File: config.mk
export PLATFORM = sky130hd
export DESIGN_NAME = rf_writeback_queue
export DESIGN_NICKNAME = d
export VERILOG_FILES = /design/src/rtl/rf_writeback_queue.sv
export SDC_FILE = /design/constraint.sdc
export NUM_CORES = 1
export LEC_CHECK = 0
export CAP_MARGIN = 20
export CORE_AREA = 2 2 129 131
export DETAILED_ROUTE_END_ITERATION = 6
export DIE_AREA = 0 0 131 133
export PLACE_DENSITY = 0.81
export SLEW_MARGIN = 20
export SYNTH_ARGS = -nofsm -noshare
export SYNTH_HDL_FRONTEND = slang
export SYNTH_SLANG_ARGS = --single-unit
File: constraint.sdc
create_clock -name clock -period 5.1 [get_ports clock]
set_input_delay 0.51 -clock clock [delete_from_list [all_inputs] [get_ports clock]]
set_output_delay 0.51 -clock clock [all_outputs]
set_load 0.02 [all_outputs]
File: src/rtl/rf_writeback_queue.sv
// Writeback queue in front of the register-file write port: buffers requests,
// drains one per cycle when the port is free, and bypasses pending values to readers.
module rf_writeback_queue #(
    parameter int DATA_WIDTH = 24,
    parameter int ADDR_WIDTH = 2,
    parameter int DEPTH      = 4
) (
    input  logic                    clock,
    input  logic                    reset,
    input  logic                    in_valid,
    input  logic [ADDR_WIDTH-1:0]   in_reg,
    input  logic [DATA_WIDTH-1:0]   in_data,
    output logic                    in_ready,
    input  logic                    drain_en,
    output logic                    regWrite,
    output logic [ADDR_WIDTH-1:0]   writeReg,
    output logic [DATA_WIDTH-1:0]   writeData,
    input  logic [ADDR_WIDTH-1:0]   readReg1,
    input  logic [ADDR_WIDTH-1:0]   readReg2,
    output logic                    byp_hit1,
    output logic                    byp_hit2,
    output logic [DATA_WIDTH-1:0]   byp_data1,
    output logic [DATA_WIDTH-1:0]   byp_data2,
    output logic [$clog2(DEPTH):0]  count,
    output logic                    empty,
    output logic                    full
);
    localparam int PTR_W = $clog2(DEPTH);
    localparam int CNT_W = PTR_W + 1;

    logic [ADDR_WIDTH-1:0] reg_q  [DEPTH];
    logic [ADDR_WIDTH-1:0] reg_d  [DEPTH];
    logic [DATA_WIDTH-1:0] data_q [DEPTH];
    logic [DATA_WIDTH-1:0] data_d [DEPTH];
    logic [DEPTH-1:0]      vld_q, vld_d;
    logic [PTR_W-1:0]      wr_ptr_q, wr_ptr_d, rd_ptr_q, rd_ptr_d;
    logic [CNT_W-1:0]      count_q, count_d;
    logic                  push, pop;
    logic [PTR_W-1:0]      idx;

    always_comb begin
        empty    = (count_q == '0);
        full     = (count_q == CNT_W'(DEPTH));
        count    = count_q;
        in_ready = !full;
        push     = in_valid && in_ready;
        regWrite = !empty && drain_en;
        pop      = regWrite;

        writeReg  = empty ? '0 : reg_q[rd_ptr_q];
        writeData = empty ? '0 : data_q[rd_ptr_q];

        // Walk oldest to newest so the youngest matching entry is the one left standing.
        byp_hit1  = 1'b0;
        byp_hit2  = 1'b0;
        byp_data1 = '0;
        byp_data2 = '0;
        idx       = '0;
        for (int i = 0; i < DEPTH; i++) begin
            idx = rd_ptr_q + PTR_W'(i);
            if (vld_q[idx] && reg_q[idx] == readReg1) begin
                byp_hit1  = 1'b1;
                byp_data1 = data_q[idx];
            end
            if (vld_q[idx] && reg_q[idx] == readReg2) begin
                byp_hit2  = 1'b1;
                byp_data2 = data_q[idx];
            end
        end

        reg_d    = reg_q;
        data_d   = data_q;
        vld_d    = vld_q;
        wr_ptr_d = wr_ptr_q;
        rd_ptr_d = rd_ptr_q;
        count_d  = count_q;

        // Push and pop never touch the same slot: push needs !full, pop needs !empty.
        if (push) begin
            reg_d[wr_ptr_q]  = in_reg;
            data_d[wr_ptr_q] = in_data;
            vld_d[wr_ptr_q]  = 1'b1;
            wr_ptr_d         = wr_ptr_q + 1'b1;
        end
        if (pop) begin
            vld_d[rd_ptr_q] = 1'b0;
            rd_ptr_d        = rd_ptr_q + 1'b1;
        end
        case ({push, pop})
            2'b10:   count_d = count_q + 1'b1;
            2'b01:   count_d = count_q - 1'b1;
            default: count_d = count_q;
        endcase
    end

    always_ff @(posedge clock) begin
        if (reset) begin
            for (int i = 0; i < DEPTH; i++) begin
                reg_q[i]  <= '0;
                data_q[i] <= '0;
            end
            vld_q    <= '0;
            wr_ptr_q <= '0;
            rd_ptr_q <= '0;
            count_q  <= '0;
        end else begin
            reg_q    <= reg_d;
            data_q   <= data_d;
            vld_q    <= vld_d;
            wr_ptr_q <= wr_ptr_d;
            rd_ptr_q <= rd_ptr_d;
            count_q  <= count_d;
        end
    end
endmodule

# --- After elaboration in Yosys (flattened, before gate mapping) ---
# Cells that the tools add are included.
totals:
  reg_bits: 115
  output_inout_bits: 83
  elab_cells: 130
op_classes:
  n_addsub: 6
  order_cmp: 13
  n_eq_ne: 11
  mux: 63
  bitwise_logic: 8
  reduce_logical: 17
ops:
  columns: ["operator", "count"]
  rows:
  - ["24-bit 2-to-1 mux", 18]
  - ["24-bit binary-select mux with 2-bit select", 4]
  - ["96-bit bitwise mux", 1]
  - ["24-bit demux with 2-bit select", 1]
  - ["2-bit 2-to-1 mux", 10]
  - ["2-bit binary-select mux with 2-bit select", 4]
  - ["2-bit equality test", 8]
  - ["3-bit greater-or-equal comparator, second input constant", 5]
  - ["2-bit by 3-bit < comparator with 1-bit output, second input constant", 5]
  - ["2-bit inverter with 3-bit output", 5]
  - ["1-bit 2-to-1 mux", 14]
  - ["1-bit logical AND", 13]
  - ["1-bit binary-select mux with 2-bit select", 4]
  - ["8-bit bitwise mux", 1]
  - ["4-bit 2-to-1 mux", 2]
  - ["3-bit case mux with 2 select lines", 1]
  - ["2-bit by 1-bit adder with 2-bit output, second input constant", 2]
  - ["2-bit adder, second input constant", 2]
  - ["4-bit AND", 1]
  - ["1-bit demux with 2-bit select", 2]
  - ["2-bit demux with 2-bit select", 1]
  - ["2-bit by 1-bit greater-or-equal comparator with 1-bit output, second input constant", 2]
  - ["4-bit inverter", 1]
  - ["4-bit bitwise OR", 1]
  - ["9 further kinds", 10]

# --- Logic depth before layout (Yosys ltp) ---
depth:
  word_depth: 10
  depth_mapped: 15

# --- Worst setup path before layout ---
# No wires, ideal clock.
synth_path:
  path_type: "flip-flop to output port"
  startpoint: "reg rd_ptr_q[0]"
  endpoint: "out byp_data1[12]"
  arrival_time_ns: 3.740
  setup_slack_ns: 0.850
  stages_incl_launch_ff: 16
  n_path_buf: 8
  cell_sequence: "dfxtp_1 -> buf_4 -> buf_6 -> buf_4 -> buf_4 -> buf_2 -> inv_1 -> ha_1 -> buf_2 -> mux2i_1 -> mux2_2 -> buf_2 -> clkbuf_1 -> nor4b_1 -> a31oi_1 -> a211oi_1"
synth_between:
  word_cells_on_any_way: 51
synth_rtl:
  columns: ["item", "line_no", "rtl"]
  rows:
  - ["from (decl)", "36", "logic [PTR_W-1:0] wr_ptr_q, wr_ptr_d, rd_ptr_q, rd_ptr_d;"]
  - ["from (signal assigned)", "111", "rd_ptr_q <= rd_ptr_d;"]
  - ["2-bit adder (*)", "60", "idx = rd_ptr_q + PTR_W'(i);"]
  - ["via idx[0]", "39", "logic [PTR_W-1:0] idx;"]
  - ["2-bit inverter with 3-bit output (implied by the code)", "61, 63", null]
  - ["2-bit binary-select mux with 2-bit select", "61", "if (vld_q[idx] && reg_q[idx] == readReg1) begin"]
  - ["2-bit 2-to-1 mux (implied by the code) (2 in series)", "61", null]
  - ["2-bit equality test", "61", null]
  - ["1-bit logical AND", "61", null]
  - ["24-bit 2-to-1 mux (*)", "61", null]
  - ["to (decl)", "22", "output logic [DATA_WIDTH-1:0] byp_data1,"]
# The timed path passes the listed nets; every way through them passes the cells marked *. The select of a mux whose other input is x is not followed.

# --- Worst setup path after layout ---
layout_path:
  startpoint: "reg rd_ptr_q[1]"
  endpoint: "out byp_data2[20]"
layout_between:
  elab_chain_cells: 10
  word_cells_on_any_way: 51
layout_rtl:
  columns: ["item", "line_no", "rtl"]
  rows:
  - ["2-bit by 1-bit adder with 2-bit output / 2-bit inverter with 3-bit output (equally long branches)", "60, 65, 67", null]
  - ["2-bit inverter with 3-bit output (implied by the code) / 2-bit binary-select mux with 2-bit select (equally long branches)", "65, 67", null]
  - ["2-bit binary-select mux with 2-bit select / 2-bit 2-to-1 mux (equally long branches)", "65", "if (vld_q[idx] && reg_q[idx] == readReg2) begin"]
  - ["2-bit 2-to-1 mux (implied by the code)", "65", null]
  - ["2-bit 2-to-1 mux (implied by the code) / 2-bit equality test (equally long branches)", "65", null]
  - ["2-bit equality test / 1-bit logical AND (equally long branches)", "65", null]
  - ["1-bit logical AND / 24-bit 2-to-1 mux (equally long branches)", "65", null]
  - ["24-bit 2-to-1 mux (2 in series)", "65", null]
  - ["24-bit 2-to-1 mux (*)", "65", null]
  - ["to (decl)", "23", "output logic [DATA_WIDTH-1:0] byp_data2,"]
# Every way passes the cells marked *; elsewhere a longest branch is shown, timed or not. The select of a mux whose other input is x is not followed.

==> flow_metrics.py <==
metrics = {
    "place": {
        "portBuffers": 116,
        "routabilityCongestion": 0.946,
        "hpwlAfterDp_um": 19500,
        "dp.cells": 1292,
    },
    "clock_network": {
        "clockRootBuffer": "clkbuf_16",
        "clock-sinks": 115,
        "cts_made_buffers": 17,
        "clk_pin_slew_ns": 0.05,
        "clock_path_buffers": 2,
        "clock_latency_ns": 0.42,
        "cts_tree": "done",
        "cts_setup_buffers": 0,
        "htreeDepth": 4,
        "hold_buffers": 0,
    },
    "sta": {
        "fin_tns_setup_ns": 0,
        "slew_viol_final": 0,
        "tightest_slew_ns": 0.992,
        "finClkSkew_ns": 0.00399,
        "hold_viol_final": 0,
        "fin_crit_ns": 4.91,
        "finalSetupViolCount": 0,
        "rsz0062_at_grt": "no",
        "slew_headroom_pct": 33.9,
        "max_freq_mhz": 204,
        "fin_crit_sh_pct": 96.3,
    },
    "detailed_routing": {
        "vias": 9311,
        "dr.first_iter.drc_count": 1242,
        "viasPerCell": 7.03,
        "firstDrtPassIters": 6,
        "drc": 0,
        "post_drt_wl_per_cell_um": 23.3,
        "ant_nets": 0,
        "finalWirelength_um": 30800,
    },
    "logic_synthesis": {
        "yosysUniqueCellTypes": 39,
        "synth_area_mm2": 0.00904,
        "synth-main-ff-cell": "dfxtp_1",
        "seq_area_frac_synth_pct": 25.5,
        "synth-seq-cells": 115,
        "synth_common_cells": "nand2_1 (237), a21oi_1 (127), dfxtp_1 (115)",
        "synth_area_per_cell_um2": 8.78,
        "synth_area_leader_cell": "mux4_2",
        "yosysMostFrequentCell": "nand2_1",
        "syn-num-nets": 1074,
        "synth_top_cell_area_share_pct": 26.9,
        "synthCells": 1030,
        "yosys_warnings": 0,
        "synthArstFlopShare_pct": 0,
        "synth_edf_count": 0,
        "synth_area_leaders": "mux4_2 (27%), dfxtp_1 (25%), nand2_1 (9.8%), a21oi_1 (7.0%), clkbuf_1 (2.8%)",
    },
    "min_path": {
        "min_to": "data_q[77]",
        "holdPathStages": 2,
        "min_from": "data_q[77]",
        "hold_path.class": "reg -> reg",
    },
    "die": {
        "start_util_pct": 55.9,
        "core_area_mm2": 0.0162,
        "die_w_um": 131,
        "die_y_um": 133,
        "fp.dieArea_mm2": 0.0174,
        "rows": 47,
        "io_pins": 117,
    },
    "pwr": {
        "irDropWorstVdd_mv": 0.487,
        "p_leak_nw": 3.44,
        "p_per_area_mw_per_mm2": 412,
        "finalPower_mw": 4.49,
    },
    "critical_path": {
        "crit_arrival_ns": 4.40,
        "crit_type": "reg -> out",
        "r2r_setup_slack_ns": 2.44,
        "worstPathRequired_ns": 4.59,
        "crit_path_end_kind": "output port",
        "start_kind": "register",
        "reg2reg_from": "count[0]",
        "reg2regPathDepth": 8,
        "timing.rr.end": "count[2]",
        "crit_fanout": 17,
    },
    "grt": {
        "grt_use_total_pct": 36.2,
        "grt_pass1_wl_um": 48400,
        "gr-total-overflow": 0,
        "antenna_found_initial": 0,
        "grt_max_degree": 63,
        "grt_pass1_vias": 8847,
    },
    "cells_and_area": {
        "final_util_pct": 67.4,
        "syn_to_final_growth_pct": 20.6,
        "num_antenna_cells": 0,
        "instances_no_fill": 1324,
        "nets": 1135,
        "drive_gt1_share_pct": 17.1,
    },
    "status": {
        "status": "finished clean",
    },
    "job": {
        "maxCapViolCount": 0,
    },
}
==> cell usage in the layout (no fill, tap or decap), types with 17 or more instances in the layout <==
| cell type | count |
|---|---|
| o31ai_1 | 24 |
| buf_4 | 37 |
| a211oi_1 | 18 |
| nand2_1 | 237 |
| a21oi_1 | 127 |
| nor2b_1 | 28 |
| nor3_1 | 24 |
| nand4_1 | 22 |
| clkbuf_16 | 17 |
| dfxtp_1 | 113 |
| nor2_1 | 37 |
| clkdlybuf4s50_1 | 115 |
| mux4_2 | 108 |
==> power breakdown <==
part           switching [mW]  leakage (nW)  internal [mW]  total [mW]
logic                    1.30          2.22          0.867        2.16
registers               0.101         0.935          0.985        1.09
clock network           0.425         0.284          0.813        1.24
==> worst max path at each step <==
stage | start | to | slack (ns) | cells past startpoint
floorplan | rd_ptr_q[0] | byp_data1[12] | 0.85 | 15
global route | rd_ptr_q[1] | byp_data2[20] | 0.06 | 9
global placement | rd_ptr_q[0] | byp_data2[7] | 0.75 | 8
detailed placement | rd_ptr_q[0] | byp_data1[10] | 0.70 | 8
finish | rd_ptr_q[1] | byp_data2[20] | 0.19 | 9
CTS | rd_ptr_q[0] | byp_data2[20] | 0.21 | 8
==> layout make-up <==
cell class                 instances  area (µm²)
tap                              220         275
timing repair buffer             153        1440
multi-input combinational        791        6230
clock inverter                    10         158
sequential                       115        2310
inverter                          13        48.8
clock buffer                      22         444
fill                            1270        5270
==> state kept, by name, indices dropped and copies added, names as in the netlist <==
name and count:
vld_q 4, rd_ptr_q 2, count 3, wr_ptr_q 2, reg_q 8, data_q 96
==> cell families (layout without fill, tap and decap cells) <==
logic type,count (synthesis),in the layout,share of synthesized area (%)
muxes,112,112,27.4
buffers and inverters,124,198,6.09
DFF,115,115,25.5
xor gates and xnor gates,22,22,2.30
adders and majority gates,10,10,1.47
and+or+nand+nor,387,387,19.1
AOI/OAI and AO/OA,260,260,18.3
==> stage by stage <==
stage / hold WS, ns / setup WS, ns / cell area, µm²
after global placement: 0.474 / 0.754 / 10300
after global routing: 0.520 / 0.0619 / 10900
after floorplan: 0.463 / 0.850 / 9040
after CTS: 0.494 / 0.207 / 10900
final: 0.494 / 0.188 / 10900
after detailed placement: 0.487 / 0.703 / 10300
==> routing by layer <==
metal,up-vias,GRT usage [%],wire [µm]
li1,3980,-,-
met2,804,54.6,14200
met3,145,10.4,4180
met1,4382,47.8,11000
met4,0,17.8,1460
met5,-,0,0
==> critical path, cell delays in order, from the launching register on <==
cell and delay (ns):
dfxtp_2 0.33, inv_1 0.06, ha_2 0.68, mux4_2 0.49
xor2_2 0.70, buf_4 0.29, o31ai_1 0.07, a221o_1 0.35
a21oi_1 0.31, clkdlybuf4s50_1 0.67
==> timing repair <==
item | CTS | global route
gates resized for setup | 0 | 1
endpoints found under the hold margin | 0 | 0
endpoints found under the setup margin | 0 | 3
Note: power is estimated with default switching activity, not from simulation.
